$ cat config.mk
export PLATFORM = sky130hd
export DESIGN_NAME = line_drawer
export DESIGN_NICKNAME = d
export VERILOG_FILES = /design/src/rtl/line_drawer.sv
export SDC_FILE = /design/constraint.sdc
export NUM_CORES = 1
export LEC_CHECK = 0
export ABC_AREA = 1
export CORE_UTILIZATION = 35
export CTS_BUF_LIST = sky130_fd_sc_hd__clkbuf_8 sky130_fd_sc_hd__clkbuf_16
export DETAILED_ROUTE_END_ITERATION = 8
export PLACE_DENSITY = 0.5
export SLEW_MARGIN = 10
export SYNTH_ARGS = -nofsm -noshare
export SYNTH_HDL_FRONTEND = slang
export SYNTH_SLANG_ARGS = --single-unit
$ cat constraint.sdc
create_clock -name clk -period 4.4 [get_ports clk]
set_clock_uncertainty 0.2 [all_clocks]
set_input_delay 0.44 -clock clk [delete_from_list [all_inputs] [get_ports clk]]
set_output_delay 0.44 -clock clk [all_outputs]
set_load 0.01 [all_outputs]
$ cat src/rtl/line_drawer.sv
// Bresenham line rasteriser feeding the VGA adapter: one pixel per clock,
// endpoints clamped to the frame, busy while drawing, done pulse at the end.
module line_drawer #(
    parameter int SCREEN_WIDTH  = 160,
    parameter int SCREEN_HEIGHT = 120
) (
    input  logic       clk,
    input  logic       resetb,
    input  logic       start,
    input  logic [7:0] x0,
    input  logic [6:0] y0,
    input  logic [7:0] x1,
    input  logic [6:0] y1,
    input  logic [2:0] colour_in,
    output logic [7:0] x,
    output logic [6:0] y,
    output logic [2:0] colour,
    output logic       plot,
    output logic       busy,
    output logic       done
);

    localparam logic [7:0] XMAX = 8'(SCREEN_WIDTH - 1);
    localparam logic [6:0] YMAX = 7'(SCREEN_HEIGHT - 1);

    typedef enum logic [1:0] {IDLE, INIT, DRAW, DONE} state_t;

    state_t            state_q;
    logic [7:0]        x0_q, x1_q, x_q;
    logic [6:0]        y0_q, y1_q, y_q;
    logic [2:0]        colour_q;
    logic signed [8:0] dx_q, dy_q;
    logic              sx_neg_q, sy_neg_q;
    logic signed [9:0] err_q;
    logic              plot_q, busy_q, done_q;

    logic [7:0]         adx, x_d;
    logic [6:0]         ady, y_d;
    logic signed [8:0]  dx_d, dy_d;
    logic signed [9:0]  err_init, err_d, dx_w, dy_w;
    logic signed [10:0] e2, dx_e, dy_e;
    logic               step_x, step_y, at_end;

    always_comb begin
        adx      = (x1_q >= x0_q) ? x1_q - x0_q : x0_q - x1_q;
        ady      = (y1_q >= y0_q) ? y1_q - y0_q : y0_q - y1_q;
        dx_d     = $signed({1'b0, adx});
        dy_d     = 9'sd0 - $signed({2'b00, ady});
        err_init = $signed({dx_d[8], dx_d}) + $signed({dy_d[8], dy_d});

        dx_w = $signed({dx_q[8], dx_q});
        dy_w = $signed({dy_q[8], dy_q});
        dx_e = $signed({{2{dx_q[8]}}, dx_q});
        dy_e = $signed({{2{dy_q[8]}}, dy_q});
        e2   = $signed({err_q, 1'b0});

        // Both step decisions use the same e2, taken before err is updated.
        step_x = (e2 >= dy_e);
        step_y = (e2 <= dx_e);

        err_d = err_q;
        x_d   = x_q;
        y_d   = y_q;
        if (step_x) begin
            err_d = err_d + dy_w;
            x_d   = sx_neg_q ? x_q - 8'd1 : x_q + 8'd1;
        end
        if (step_y) begin
            err_d = err_d + dx_w;
            y_d   = sy_neg_q ? y_q - 7'd1 : y_q + 7'd1;
        end

        at_end = (x_q == x1_q) && (y_q == y1_q);
    end

    always_ff @(posedge clk) begin
        if (!resetb) begin
            state_q  <= IDLE;
            x0_q     <= '0;
            y0_q     <= '0;
            x1_q     <= '0;
            y1_q     <= '0;
            colour_q <= '0;
            dx_q     <= '0;
            dy_q     <= '0;
            sx_neg_q <= 1'b0;
            sy_neg_q <= 1'b0;
            err_q    <= '0;
            x_q      <= '0;
            y_q      <= '0;
            plot_q   <= 1'b0;
            busy_q   <= 1'b0;
            done_q   <= 1'b0;
        end else begin
            case (state_q)
                IDLE: begin
                    if (start) begin
                        x0_q     <= (x0 > XMAX) ? XMAX : x0;
                        x1_q     <= (x1 > XMAX) ? XMAX : x1;
                        y0_q     <= (y0 > YMAX) ? YMAX : y0;
                        y1_q     <= (y1 > YMAX) ? YMAX : y1;
                        colour_q <= colour_in;
                        busy_q   <= 1'b1;
                        state_q  <= INIT;
                    end
                end
                INIT: begin
                    dx_q     <= dx_d;
                    dy_q     <= dy_d;
                    sx_neg_q <= !(x0_q < x1_q);
                    sy_neg_q <= !(y0_q < y1_q);
                    err_q    <= err_init;
                    x_q      <= x0_q;
                    y_q      <= y0_q;
                    plot_q   <= 1'b1;
                    state_q  <= DRAW;
                end
                DRAW: begin
                    if (at_end) begin
                        plot_q  <= 1'b0;
                        done_q  <= 1'b1;
                        state_q <= DONE;
                    end else begin
                        err_q <= err_d;
                        x_q   <= x_d;
                        y_q   <= y_d;
                    end
                end
                DONE: begin
                    done_q  <= 1'b0;
                    busy_q  <= 1'b0;
                    state_q <= IDLE;
                end
                default: state_q <= IDLE;
            endcase
        end
    end

    assign x      = x_q;
    assign y      = y_q;
    assign colour = colour_q;
    assign plot   = plot_q;
    assign busy   = busy_q;
    assign done   = done_q;

endmodule
# After elaboration in Yosys (flattened, before gate mapping)
# Index checks and enable logic that the tools add are counted.
# totals
reg_bits,81
input_bits,36
out_inout_bits,21
elab_cells,90
# classes
addsub,12
magnitude_cmp,10
n_eq_ne,10
mux,27
reduce_logical,15
# ops
op,count
two-way mux 8 bit,6
two-way mux 7 bit,6
two-way mux 10 bit,3
one-hot mux 10 bit (2 select lines),1
"> comparator 8 bit, second input constant",2
one-hot mux 8 bit (2 select lines),1
subtractor 8 bit,2
"> comparator 7 bit, second input constant",2
one-hot mux 7 bit (2 select lines),1
subtractor 7 bit,2
AND reduction 2 bit,6
>= comparator 11 x 8 -> 1 bit,1
<= comparator 11 x 9 -> 1 bit,1
adder 10 x 8 -> 10 bit,1
adder 10 x 9 -> 10 bit,1
adder 9 x 8 -> 10 bit,1
"!= test 2 bit, second input constant",5
"adder 8 x 1 -> 8 bit, second input constant",1
equality test 8 bit,1
>= comparator 8 bit,1
less-than comparator 8 bit,1
one-hot mux 2 bit (4 select lines),1
"subtractor 1 x 7 -> 8 bit, first input constant",1
"subtractor 8 x 1 -> 8 bit, second input constant",1
other kinds (15),25

# Logic depth before layout (Yosys ltp)
# Gate-level depths: netlist of the first run.
# depth
ltp_word,6
ltp_mapped,29

# Worst setup path after synthesis of the first run
# OpenSTA, ideal clock, no wires.
# synth_path
path_type,register -> register
start,register dy_q[7] (netlist name)
end,register err_q[6]
setup_time_ps,119
t_arrival_ps,3202
setup_slack_ps,878
stages_incl_launch_ff,22
n_path_buf,2
synth_period_minus_slack_ps,3522
cell_sequence,dfxtp_1 -> inv_1 -> ha_1 -> buf_2 -> a21oi_1 -> o21a_1 -> nand4_1 -> nand2_2 -> buf_6 -> nand2_1 -> o21a_1 -> inv_1 -> ha_1 -> inv_1 -> fa_1 -> o21ai_0 -> a21oi_1 -> o21ai_0 -> xor2_1 -> a21oi_1 -> o21ai_1 -> a21oi_1
# synth_via
elab_chain_cells,6
# synth_lines
element,line_no,text
>= comparator 11 x 8 -> 1 bit *,58,step_x = (e2 >= dy_e);
two-way mux 10 bit *,64,if (step_x) begin
adder 10 x 9 -> 10 bit,69,err_d = err_d + dx_w;
two-way mux 10 bit *,68,if (step_y) begin
two-way mux 10 bit *,119,if (at_end) begin
one-hot mux 10 bit (2 select lines) *,95,case (state_q)
end signal: assignment,112,err_q <= err_init;
end signal: assignment,124,err_q <= err_d;
end: declaration,34,logic signed [9:0] err_q;
# Mark *: on every way between the ends. The rest lies on a longest branch, timed or not. The select of a mux whose other input is x is not followed.
# A chain may end at the register's enable or synchronous reset.

# Final worst setup path of the first run
# layout_path
start,register y0_q[5]
end,register err_q[7]
# layout_via
elab_chain_cells,5
# layout_lines
element,line_no,text
start: declaration,30,"logic [6:0] y0_q, y1_q, y_q;"
start signal: assignment,100,y0_q <= (y0 > YMAX) ? YMAX : y0;
>= comparator 7 bit,46,ady = (y1_q >= y0_q) ? y1_q - y0_q : y0_q - y1_q;
two-way mux 7 bit,46,
subtractor 1 x 7 -> 8 bit,48,"dy_d = 9'sd0 - $signed({2'b00, ady});"
via dy_d[4],39,"logic signed [8:0] dx_d, dy_d;"
adder 9 x 8 -> 10 bit,49,"err_init = $signed({dx_d[8], dx_d}) + $signed({dy_d[8], dy_d});"
one-hot mux 10 bit (2 select lines),95,
# The timed path passes the listed nets, and every way through them passes these cells.

==> flow_summary.json, run 1 <==
{
  "status": "finished, final reports clean",
  "tritoncts.num_buffers": 9,
  "fmax_mhz": 250,
  "reg2reg_to": "err_q[7]",
  "antennaDiodeCount": 0,
  "worstPathRequired_ns": 4.48,
  "dr_total_vias": 6949,
  "timing.critical_path.fanout_max": 7,
  "gr-total-overflow": 0,
  "end_kind": "flip-flop",
  "max_slew.worst_pin.slew_ns": 0.994,
  "syn-instance-count": 1090,
  "synth.yosys.seq_area_share": 0.219,
  "synth_largest_area_cell": "sky130_fd_sc_hd__dfxtp_1",
  "share_of_async_settable_or_async_resettable_flops_after_synthesis": 0,
  "reg2reg_slack_ns": 0.41,
  "cts.hold.buffers_added": 0,
  "critical_path.n_buffers_inverters": 2,
  "grt_util_all_layers": 0.211,
  "fp.dieH_um": 148,
  "detailed_route_iter0_violations": 294,
  "post_cts_resize_count": 0,
  "share_of_final_layout_standard_cells_stronger_than_drive_strength_1": 0.0738,
  "design.core.area_sq_mm": 0.0205,
  "max_cap_violations": 0,
  "number_of_enable_flip_flop_cells_after_synthesis": 0,
  "cts_root_buffer": "sky130_fd_sc_hd__clkbuf_16",
  "largest_net_degree_at_the_start_of_global_routing": 58,
  "min_delay_path_depth": 2,
  "ant_nets": 0,
  "routability_congestion": 0.870,
  "cts_post_setup_buffers_inserted": 0,
  "cp_top_family": "compound AO/OA/AOI/OAI gates",
  "cts.sinks": 81,
  "synth_fp_nets": 1224,
  "detail_route.wl_per_cell_um": 15.6,
  "effective_utilization_at_floorplan": 0.362,
  "grt_setup_unrepaired": "no",
  "ys_seq_elements": 81,
  "worst_hold_start": "colour[1]",
  "predominant_post_synthesis_flop_cell": "sky130_fd_sc_hd__dfxtp_1",
  "hp-class": "flip-flop to flip-flop",
  "finish.cell_count_without_fillers": 1408,
  "hold-path-endpoint": "colour[1]",
  "antenna_found_initial": 0,
  "buffer_levels_on_the_longest_clock_path": 2,
  "fin_crit_sh": 0.908,
  "fin_crit_ns": 3.99,
  "drt-total-wl_um": 22000,
  "via_per_inst": 4.94,
  "final_core_util": 0.418,
  "worst_hold_slack_after_final_layout_ns": 0.288,
  "critical_path.cell_chain": "inv_1 -> ha_1 -> nand2_2 -> inv_2 -> a21oi_4 -> nand3_4 -> nand2_1 -> and2_1 -> ha_1 -> nand2_2 -> nor2_2 -> xor2_1 -> ha_1 -> nand2_1 -> o21ai_0 -> a21oi_1 -> o21ai_0 -> o21ai_0 -> a21oi_1 -> nor2_1 -> a21oi_1",
  "setup_viol": 0,
  "die-width_um": 148,
  "worstPathArrival_ns": 4.07,
  "grt_pass1_vias": 6788,
  "hold_viol": 0,
  "grt_pass1_wl_um": 35900,
  "design.die.area_sq_mm": 0.0218,
  "io-pin-count": 57,
  "r2r_start": "y0_q[5]",
  "post-synth-top-count-cell": "sky130_fd_sc_hd__nand2_1",
  "post-route-drc-count": 0,
  "cts.reportedPaths.clkPinSlew_ns": 0.07,
  "critical-path-max-stage-delay_ns": 0.41,
  "setup_tns_ns": 0,
  "ys_types": 47,
  "critical_path_class": "flip-flop to flip-flop",
  "cts_htree_levels": 3,
  "synth.yosys.warnings": 0,
  "cp_startpoint_kind": "flip-flop",
  "layout_net_count": 1267,
  "synth_top_cells_by_area": "sky130_fd_sc_hd__dfxtp_1 22%, sky130_fd_sc_hd__ha_1 15%, sky130_fd_sc_hd__nand2_1 11%",
  "clock_network_latency_to_the_later_pin_of_the_worst_skew_pair_ns": 0.34,
  "drv_slew": 0,
  "tritoncts": "built",
  "hpwl_um": 17300,
  "flow.area_growth_from_synthesis_pct": 15.5,
  "slowest_stage": "sky130_fd_sc_hd__ha_1",
  "avgSynthCellArea_sq_um": 6.80,
  "synth.cell_area_sq_mm": 0.00742,
  "slew-limit-headroom": 0.336,
  "synth.cells.most_frequent": "209 x sky130_fd_sc_hd__nand2_1, 157 x sky130_fd_sc_hd__inv_1, 106 x sky130_fd_sc_hd__a21oi_1",
  "drt_first_pass_iters": 5,
  "ff2ff_path_depth": 21,
  "port_buffers": 56,
  "post-place-cells": 1392,
  "row_count": 52,
  "top_cell_type_s_share_of_synthesized_area": 0.219
}
area by class of cell:
type	count	area (sq um)
tap	270	338
sequential	81	1620
multi-input combinational	807	5000
timing repair buffer	66	636
clock inverter	7	119
fill	2205	11900
clock buffer	9	225
inverter	168	631
per-layer routing:
| layer | wire length, um | part of all wire | track usage |
|---|---|---|---|
| met1 | 10900 | 0.50 | 0.281 |
| met2 | 10100 | 0.46 | 0.351 |
| met3 | 670 | 0.030 | 0.0269 |
| met5 | 0 | 0 | 0 |
| met4 | 321 | 0.015 | 0.0665 |
worst max path at each step:
stage                       start       end  slack (ns)  cells past startpoint
final                     y0_q[5]  err_q[7]        0.41                     21
after global routing      dy_q[7]  err_q[6]        0.03                     21
after CTS                 dy_q[7]  err_q[6]        0.18                     21
after detailed placement  dy_q[7]  err_q[6]        0.19                     21
after global placement    dy_q[7]  err_q[6]        0.17                     21
after floorplan           dy_q[7]  err_q[6]        0.88                     21
per-stage QoR:
step | worst slack (ns) | cell area (sq um)
2_1_floorplan | 0.878 | 7420
3_3_place_gp | 0.171 | 8210
3_5_place_dp | 0.186 | 8210
4_1_cts | 0.182 | 8550
5_1_grt | 0.0274 | 8570
6_report | 0.406 | 8570
layout by cell type, fill, tap and decap left out, types with 3 or more instances in the layout:
cell | synthesis | routed
sky130_fd_sc_hd__buf_4 | 4 | 10
sky130_fd_sc_hd__dfxtp_1 | 81 | 81
sky130_fd_sc_hd__nor2_2 | 5 | 5
sky130_fd_sc_hd__o211ai_1 | 5 | 5
sky130_fd_sc_hd__nand3_2 | 3 | 3
sky130_fd_sc_hd__ha_1 | 89 | 86
sky130_fd_sc_hd__nand4_1 | 18 | 18
sky130_fd_sc_hd__nor2_1 | 83 | 83
sky130_fd_sc_hd__o21ai_1 | 13 | 13
sky130_fd_sc_hd__ha_2 | 0 | 3
sky130_fd_sc_hd__xnor2_1 | 20 | 20
sky130_fd_sc_hd__xor2_1 | 30 | 30
sky130_fd_sc_hd__fa_1 | 9 | 9
sky130_fd_sc_hd__clkdlybuf4s50_1 | 0 | 56
sky130_fd_sc_hd__o221ai_1 | 4 | 4
sky130_fd_sc_hd__or2_2 | 4 | 4
sky130_fd_sc_hd__nand2_2 | 13 | 14
sky130_fd_sc_hd__a221oi_1 | 17 | 17
sky130_fd_sc_hd__nand3b_1 | 3 | 3
sky130_fd_sc_hd__clkbuf_16 | 0 | 9
sky130_fd_sc_hd__inv_2 | 10 | 10
sky130_fd_sc_hd__nand2_1 | 209 | 207
sky130_fd_sc_hd__nor2_4 | 3 | 3
sky130_fd_sc_hd__o21a_1 | 3 | 3
sky130_fd_sc_hd__o21ai_2 | 5 | 6
sky130_fd_sc_hd__a211oi_1 | 4 | 4
sky130_fd_sc_hd__a21oi_1 | 106 | 106
sky130_fd_sc_hd__o21ai_0 | 88 | 87
sky130_fd_sc_hd__nor3_1 | 9 | 9
sky130_fd_sc_hd__inv_1 | 157 | 157
sky130_fd_sc_hd__bufinv_16 | 0 | 3
sky130_fd_sc_hd__nand3_1 | 44 | 44
kinds of logic after synthesis:
family	count (synthesis)	share of synthesized area
AO/OA/AOI/OAI	258	0.199
XOR/XNOR	50	0.0590
adder cells (fa/ha/maj)	98	0.174
buffers and inverters	202	0.110
flip-flops	81	0.219
multiplexers	2	0.00270
AND/OR/NAND/NOR	399	0.236
registers in the layout, indices dropped and copies added, names as in the netlist:
register / flops
err_q: 10
dx_q: 8
dy_q: 8
x0_q: 8
x1_q: 8
x: 8
y0_q: 7
y1_q: 7
y: 7
colour: 3
state_q: 2
busy: 1
done: 1
plot: 1
sx_neg_q: 1
sy_neg_q: 1
worst register-to-register path: cells and delay by family (launching register included):
family	cells	cell delay, ns
compound gates	7	1.26
fa+ha+maj	3	0.88
simple gates	8	0.85
flops	1	0.35
xor+xnor	1	0.27
buf+inv	2	0.12
Power of run 1 is not shown: default switching activity piles up to over one toggle a cycle in this logic, so the estimate is an artifact.
==> run 2: changes to the inputs <==
Settings changed: REMOVE_ABC_BUFFERS from default to 1.
==> run 2 against run 1 <==
  * Core utilization down 0.27 points
  * Final cell count is 0.14% lower
  * Clock-buffer cell count stayed put
  * Die area unchanged
  * Critical endpoint unchanged
==> flow_summary.json, run 2 (synthesized netlist as in run 1, its figures left out) <==
{
  "mostFrequentLayoutCell": "sky130_fd_sc_hd__nand2_1",
  "fin_crit_sh": 0.916,
  "cts_htree_levels": 3,
  "max_cap_violations": 0,
  "setup_viol": 0,
  "flow.area_growth_from_synthesis_pct": 14.8,
  "layout_net_count": 1265,
  "cts.hold.buffers_added": 0,
  "io-pin-count": 57,
  "hold_viol": 0,
  "largest_net_degree_at_the_start_of_global_routing": 58,
  "drt_first_pass_iters": 5,
  "end_kind": "flip-flop",
  "clock_network_latency_to_the_later_pin_of_the_worst_skew_pair_ns": 0.35,
  "setup_tns_ns": 0,
  "via_per_inst": 4.91,
  "routability_congestion": 0.881,
  "ff2ff_path_depth": 21,
  "timing.critical_path.fanout_max": 7,
  "most-common-layout-cells": "207 x sky130_fd_sc_hd__nand2_1, 157 x sky130_fd_sc_hd__inv_1, 106 x sky130_fd_sc_hd__a21oi_1",
  "slew-limit-headroom": 0.430,
  "detailed_route_iter0_violations": 327,
  "cp_startpoint_kind": "flip-flop",
  "fmax_mhz": 248,
  "largest_register_ffs": 10,
  "share_of_final_layout_standard_cells_stronger_than_drive_strength_1": 0.0713,
  "design.die.area_sq_mm": 0.0218,
  "cts_root_buffer": "sky130_fd_sc_hd__clkbuf_16",
  "worstPathRequired_ns": 4.48,
  "dr_total_vias": 6910,
  "reg2reg_slack_ns": 0.37,
  "finish.cell_count_without_fillers": 1406,
  "min_delay_path_depth": 2,
  "worstPathArrival_ns": 4.11,
  "tritoncts": "built",
  "hpwl_um": 17100,
  "grt_util_all_layers": 0.206,
  "grt_pass1_wl_um": 35200,
  "antennaDiodeCount": 0,
  "drt-total-wl_um": 21700,
  "antenna_found_initial": 0,
  "gr-total-overflow": 0,
  "detail_route.wl_per_cell_um": 15.4,
  "buffer_levels_on_the_longest_clock_path": 2,
  "critical_path_class": "flip-flop to flip-flop",
  "port_buffers": 56,
  "row_count": 52,
  "fin_crit_ns": 4.03,
  "grt_setup_unrepaired": "no",
  "drv_slew": 0,
  "cts.sinks": 81,
  "tritoncts.num_buffers": 9,
  "fp.dieH_um": 148,
  "hp-class": "flip-flop to flip-flop",
  "cts_post_setup_buffers_inserted": 0,
  "post-route-drc-count": 0,
  "max_slew.worst_pin.slew_ns": 0.854,
  "status": "finished, final reports clean",
  "cts.reportedPaths.clkPinSlew_ns": 0.07,
  "ant_nets": 0,
  "grt_pass1_vias": 6755,
  "die-width_um": 148,
  "effective_utilization_at_floorplan": 0.362,
  "post-place-cells": 1390,
  "largest-register": "err_q",
  "design.core.area_sq_mm": 0.0205
}
-- run 2: changes by cell type in the layout (fill, tap and decap cells not counted), sizes merged --
| cell | delta |
|---|---|
| buf | -2 |
| bufinv | -2 |
| inv | +3 |
| clkinv | -1 |
-- run 2: routing by layer --
metal | routed length [um] | global-route usage | up-vias
met1 | 10800 | 0.280 | 3086
li1 | - | - | 3671
met5 | 0 | 0 | -
met2 | 9710 | 0.339 | 133
met3 | 746 | 0.0244 | 20
met4 | 390 | 0.0634 | 0
-- run 2: critical path, stage by stage (launching register included) --
cell,delay (ns)
sky130_fd_sc_hd__dfxtp_1,0.33
sky130_fd_sc_hd__inv_1,0.07
sky130_fd_sc_hd__ha_1,0.42
sky130_fd_sc_hd__nand2_2,0.15
sky130_fd_sc_hd__inv_2,0.05
sky130_fd_sc_hd__a21oi_4,0.24
sky130_fd_sc_hd__nand3_4,0.15
sky130_fd_sc_hd__nand2_1,0.09
sky130_fd_sc_hd__and2_1,0.15
sky130_fd_sc_hd__ha_1,0.20
sky130_fd_sc_hd__nand2_2,0.06
sky130_fd_sc_hd__nor2_2,0.14
sky130_fd_sc_hd__xor2_2,0.11
sky130_fd_sc_hd__ha_1,0.36
sky130_fd_sc_hd__nand2_1,0.08
sky130_fd_sc_hd__o21ai_0,0.25
sky130_fd_sc_hd__a21oi_1,0.10
sky130_fd_sc_hd__o21ai_0,0.26
sky130_fd_sc_hd__o21ai_0,0.11
sky130_fd_sc_hd__a21oi_1,0.20
sky130_fd_sc_hd__nor2_1,0.08
sky130_fd_sc_hd__a21oi_1,0.15
-- run 2: path summary, 6_finish.rpt --
check / from / endpoint
min: plot / plot
max reg2reg: y0_q[6] / err_q[7]
min reg2reg: plot / plot
max: y0_q[6] / err_q[7]
-- run 2: cell type report --
type                            instances  area (sq um)
Fill cell                            2228         12000
Multi-Input combinational cell        807          5000
Sequential cell                        81          1620
Inverter                              168           631
Timing Repair Buffer                   64           621
Tap cell                              270           338
Clock buffer                            9           225
Clock inverter                          7          76.3
-- run 2: timing repair --
action,CTS,global route
gates resized for setup,0,6
endpoints found under the hold margin,0,0
setup endpoints to repair,0,3
-- run 2: stage by stage --
stage | worst slack (ns) | hold slack, ns | util | instance area (sq um)
global placement | 0.0757 | 0.269 | 0.400 | 8190
global route | 0.0322 | 0.314 | 0.415 | 8510
finish | 0.371 | 0.289 | 0.415 | 8510
CTS | 0.112 | 0.287 | 0.414 | 8490
floorplan | 0.855 | 0.263 | - | 7230
detailed placement | 0.120 | 0.269 | 0.400 | 8190
Power of run 2 is left out for the same reason.
==> run 3: changes to the inputs <==
Settings changed: CORE_ASPECT_RATIO from default to 1.75.
==> run 3 against run 2 <==
  * Maximum frequency decreased by 0.99%
  * Clock-buffer cell count increased by 2
  * Core utilization decreased by 0.56 points
  * Die area increased by 0.10%
  * Sequential share of layout area decreased by 0.064 points
  * First-iteration DRC count decreased by 11%
  * Critical endpoint is now err_q[6]
  * Highest routed layer unchanged
==> flow_summary.json, run 3 (synthesized netlist as in run 1, its figures left out) <==
{
  "reg2reg_to": "err_q[6]",
  "drv_slew": 0,
  "hold-path-endpoint": "colour[2]",
  "fmax_mhz": 246,
  "dpl_cell_area_sq_mm": 0.00822,
  "largest_register_ffs": 10,
  "detailed_route_iter0_violations": 291,
  "critical_path.cell_chain": "inv_1 -> ha_1 -> a21oi_1 -> o21a_1 -> nand4_1 -> nand2_2 -> nand2_1 -> o21a_1 -> inv_1 -> ha_1 -> inv_1 -> fa_1 -> o21ai_2 -> a21oi_1 -> o21ai_0 -> xor2_1 -> a21oi_1 -> o21ai_1 -> a21oi_1",
  "fin_crit_sh": 0.925,
  "clock_network_latency_to_the_later_pin_of_the_worst_skew_pair_ns": 0.36,
  "most-common-layout-cells": "207 x sky130_fd_sc_hd__nand2_1, 158 x sky130_fd_sc_hd__inv_1, 106 x sky130_fd_sc_hd__a21oi_1",
  "drt-total-wl_um": 23400,
  "grt_pass1_vias": 7149,
  "die-width_um": 112,
  "slowest_stage": "sky130_fd_sc_hd__fa_1",
  "cp_startpoint_kind": "flip-flop",
  "final_core_util": 0.410,
  "cts.sinks": 81,
  "dr_total_vias": 7030,
  "critical_path.n_buffers_inverters": 3,
  "effective_utilization_at_floorplan": 0.356,
  "setup_viol": 0,
  "worst_hold_start": "colour[2]",
  "grt_util_all_layers": 0.221,
  "design.core.area_sq_mm": 0.0208,
  "post_cts_resize_count": 0,
  "hpwl_um": 18900,
  "worstPathRequired_ns": 4.44,
  "max_cap_violations": 0,
  "ant_nets": 0,
  "io-pin-count": 57,
  "fin_crit_ns": 4.07,
  "share_of_final_layout_standard_cells_stronger_than_drive_strength_1": 0.0752,
  "design.die.area_sq_mm": 0.0218,
  "largest-register": "err_q",
  "largest_net_degree_at_the_start_of_global_routing": 51,
  "critical-path-max-stage-delay_ns": 0.43,
  "status": "finished, final reports clean",
  "cts_root_buffer": "sky130_fd_sc_hd__clkbuf_16",
  "cts.reportedPaths.clkPinSlew_ns": 0.07,
  "grt_pass1_wl_um": 36600,
  "end_kind": "flip-flop",
  "antenna_found_initial": 0,
  "cp_top_family": "compound AO/OA/AOI/OAI gates",
  "antennaDiodeCount": 0,
  "crit_path_frequent_cell": "sky130_fd_sc_hd__a21oi_1",
  "detail_route.wl_per_cell_um": 16.8,
  "max_slew.worst_pin.slew_ns": 0.926,
  "layout_net_count": 1272,
  "cts_post_setup_buffers_inserted": 0,
  "fp.dieH_um": 195,
  "cts.hold.buffers_added": 0,
  "cts_htree_levels": 3,
  "r2r_start": "dy_q[7]",
  "port_buffers": 56,
  "ff2ff_path_depth": 19,
  "slew-limit-headroom": 0.376,
  "post-route-drc-count": 0,
  "row_count": 70,
  "hold_viol": 0,
  "layout.cell_area.non_filler_sq_mm": 0.00854,
  "drt_first_pass_iters": 6,
  "timing.critical_path.fanout_max": 11,
  "tritoncts.num_buffers": 9,
  "gr-total-overflow": 0,
  "grt_setup_unrepaired": "no",
  "via_per_inst": 5.04,
  "min_delay_path_depth": 2,
  "buffer_levels_on_the_longest_clock_path": 2,
  "flow.area_growth_from_synthesis_pct": 15.2,
  "critical_path_class": "flip-flop to flip-flop",
  "tritoncts": "built",
  "hp-class": "flip-flop to flip-flop",
  "worstPathArrival_ns": 4.11,
  "routability_congestion": 0.894,
  "reg2reg_slack_ns": 0.33,
  "setup_tns_ns": 0,
  "mostFrequentLayoutCell": "sky130_fd_sc_hd__nand2_1"
}
run 3: changes by cell type in the layout (fill, tap and decap cells not counted), sizes merged:
| cell | delta |
|---|---|
| buf | +7 |
| clkbuf | +2 |
| inv | -2 |
| clkinv | +1 |
| clkinvlp | -1 |
run 3: area by class of cell:
cell class                 count  area (sq um)
tap                          252           315
multi-input combinational    807          4990
clock inverter                 5          55.1
clock buffer                  11           253
sequential                    81          1620
fill                        2301         12300
inverter                     168           631
timing repair buffer          71           673
run 3: metrics by stage:
step | hold WS, ns | setup slack, ns | cells
after floorplan | 0.263 | 0.855 | 1056
after global placement | 0.277 | 0.219 | 1379
after detailed placement | 0.277 | 0.182 | 1379
after CTS | 0.293 | 0.166 | 1395
after global routing | 0.311 | 0.0135 | 1395
final | 0.282 | 0.331 | 1395
run 3: worst max-delay path by stage:
stage	from	endpoint	slack, ns	cells past startpoint
finish	dy_q[7]	err_q[6]	0.33	19
floorplan	y0_q[2]	err_q[7]	0.85	21
CTS	dy_q[7]	err_q[6]	0.17	19
global route	x1_q[0]	err_q[7]	0.01	20
global placement	dy_q[7]	err_q[6]	0.22	21
detailed placement	dy_q[7]	err_q[6]	0.18	19
run 3: per-layer routing:
layer	vias up	wire length, um	track usage
met2	126	12200	0.421
met1	3162	9040	0.217
met3	60	545	0.0315
li1	3682	-	-
met5	-	0	0
met4	0	1540	0.152
run 3: worst min-delay path: stages (launching register included):
cell and delay, ns:
sky130_fd_sc_hd__dfxtp_1 0.33, sky130_fd_sc_hd__nor2_1 0.05, sky130_fd_sc_hd__nor2_1 0.08
Power of run 3 is left out for the same reason.
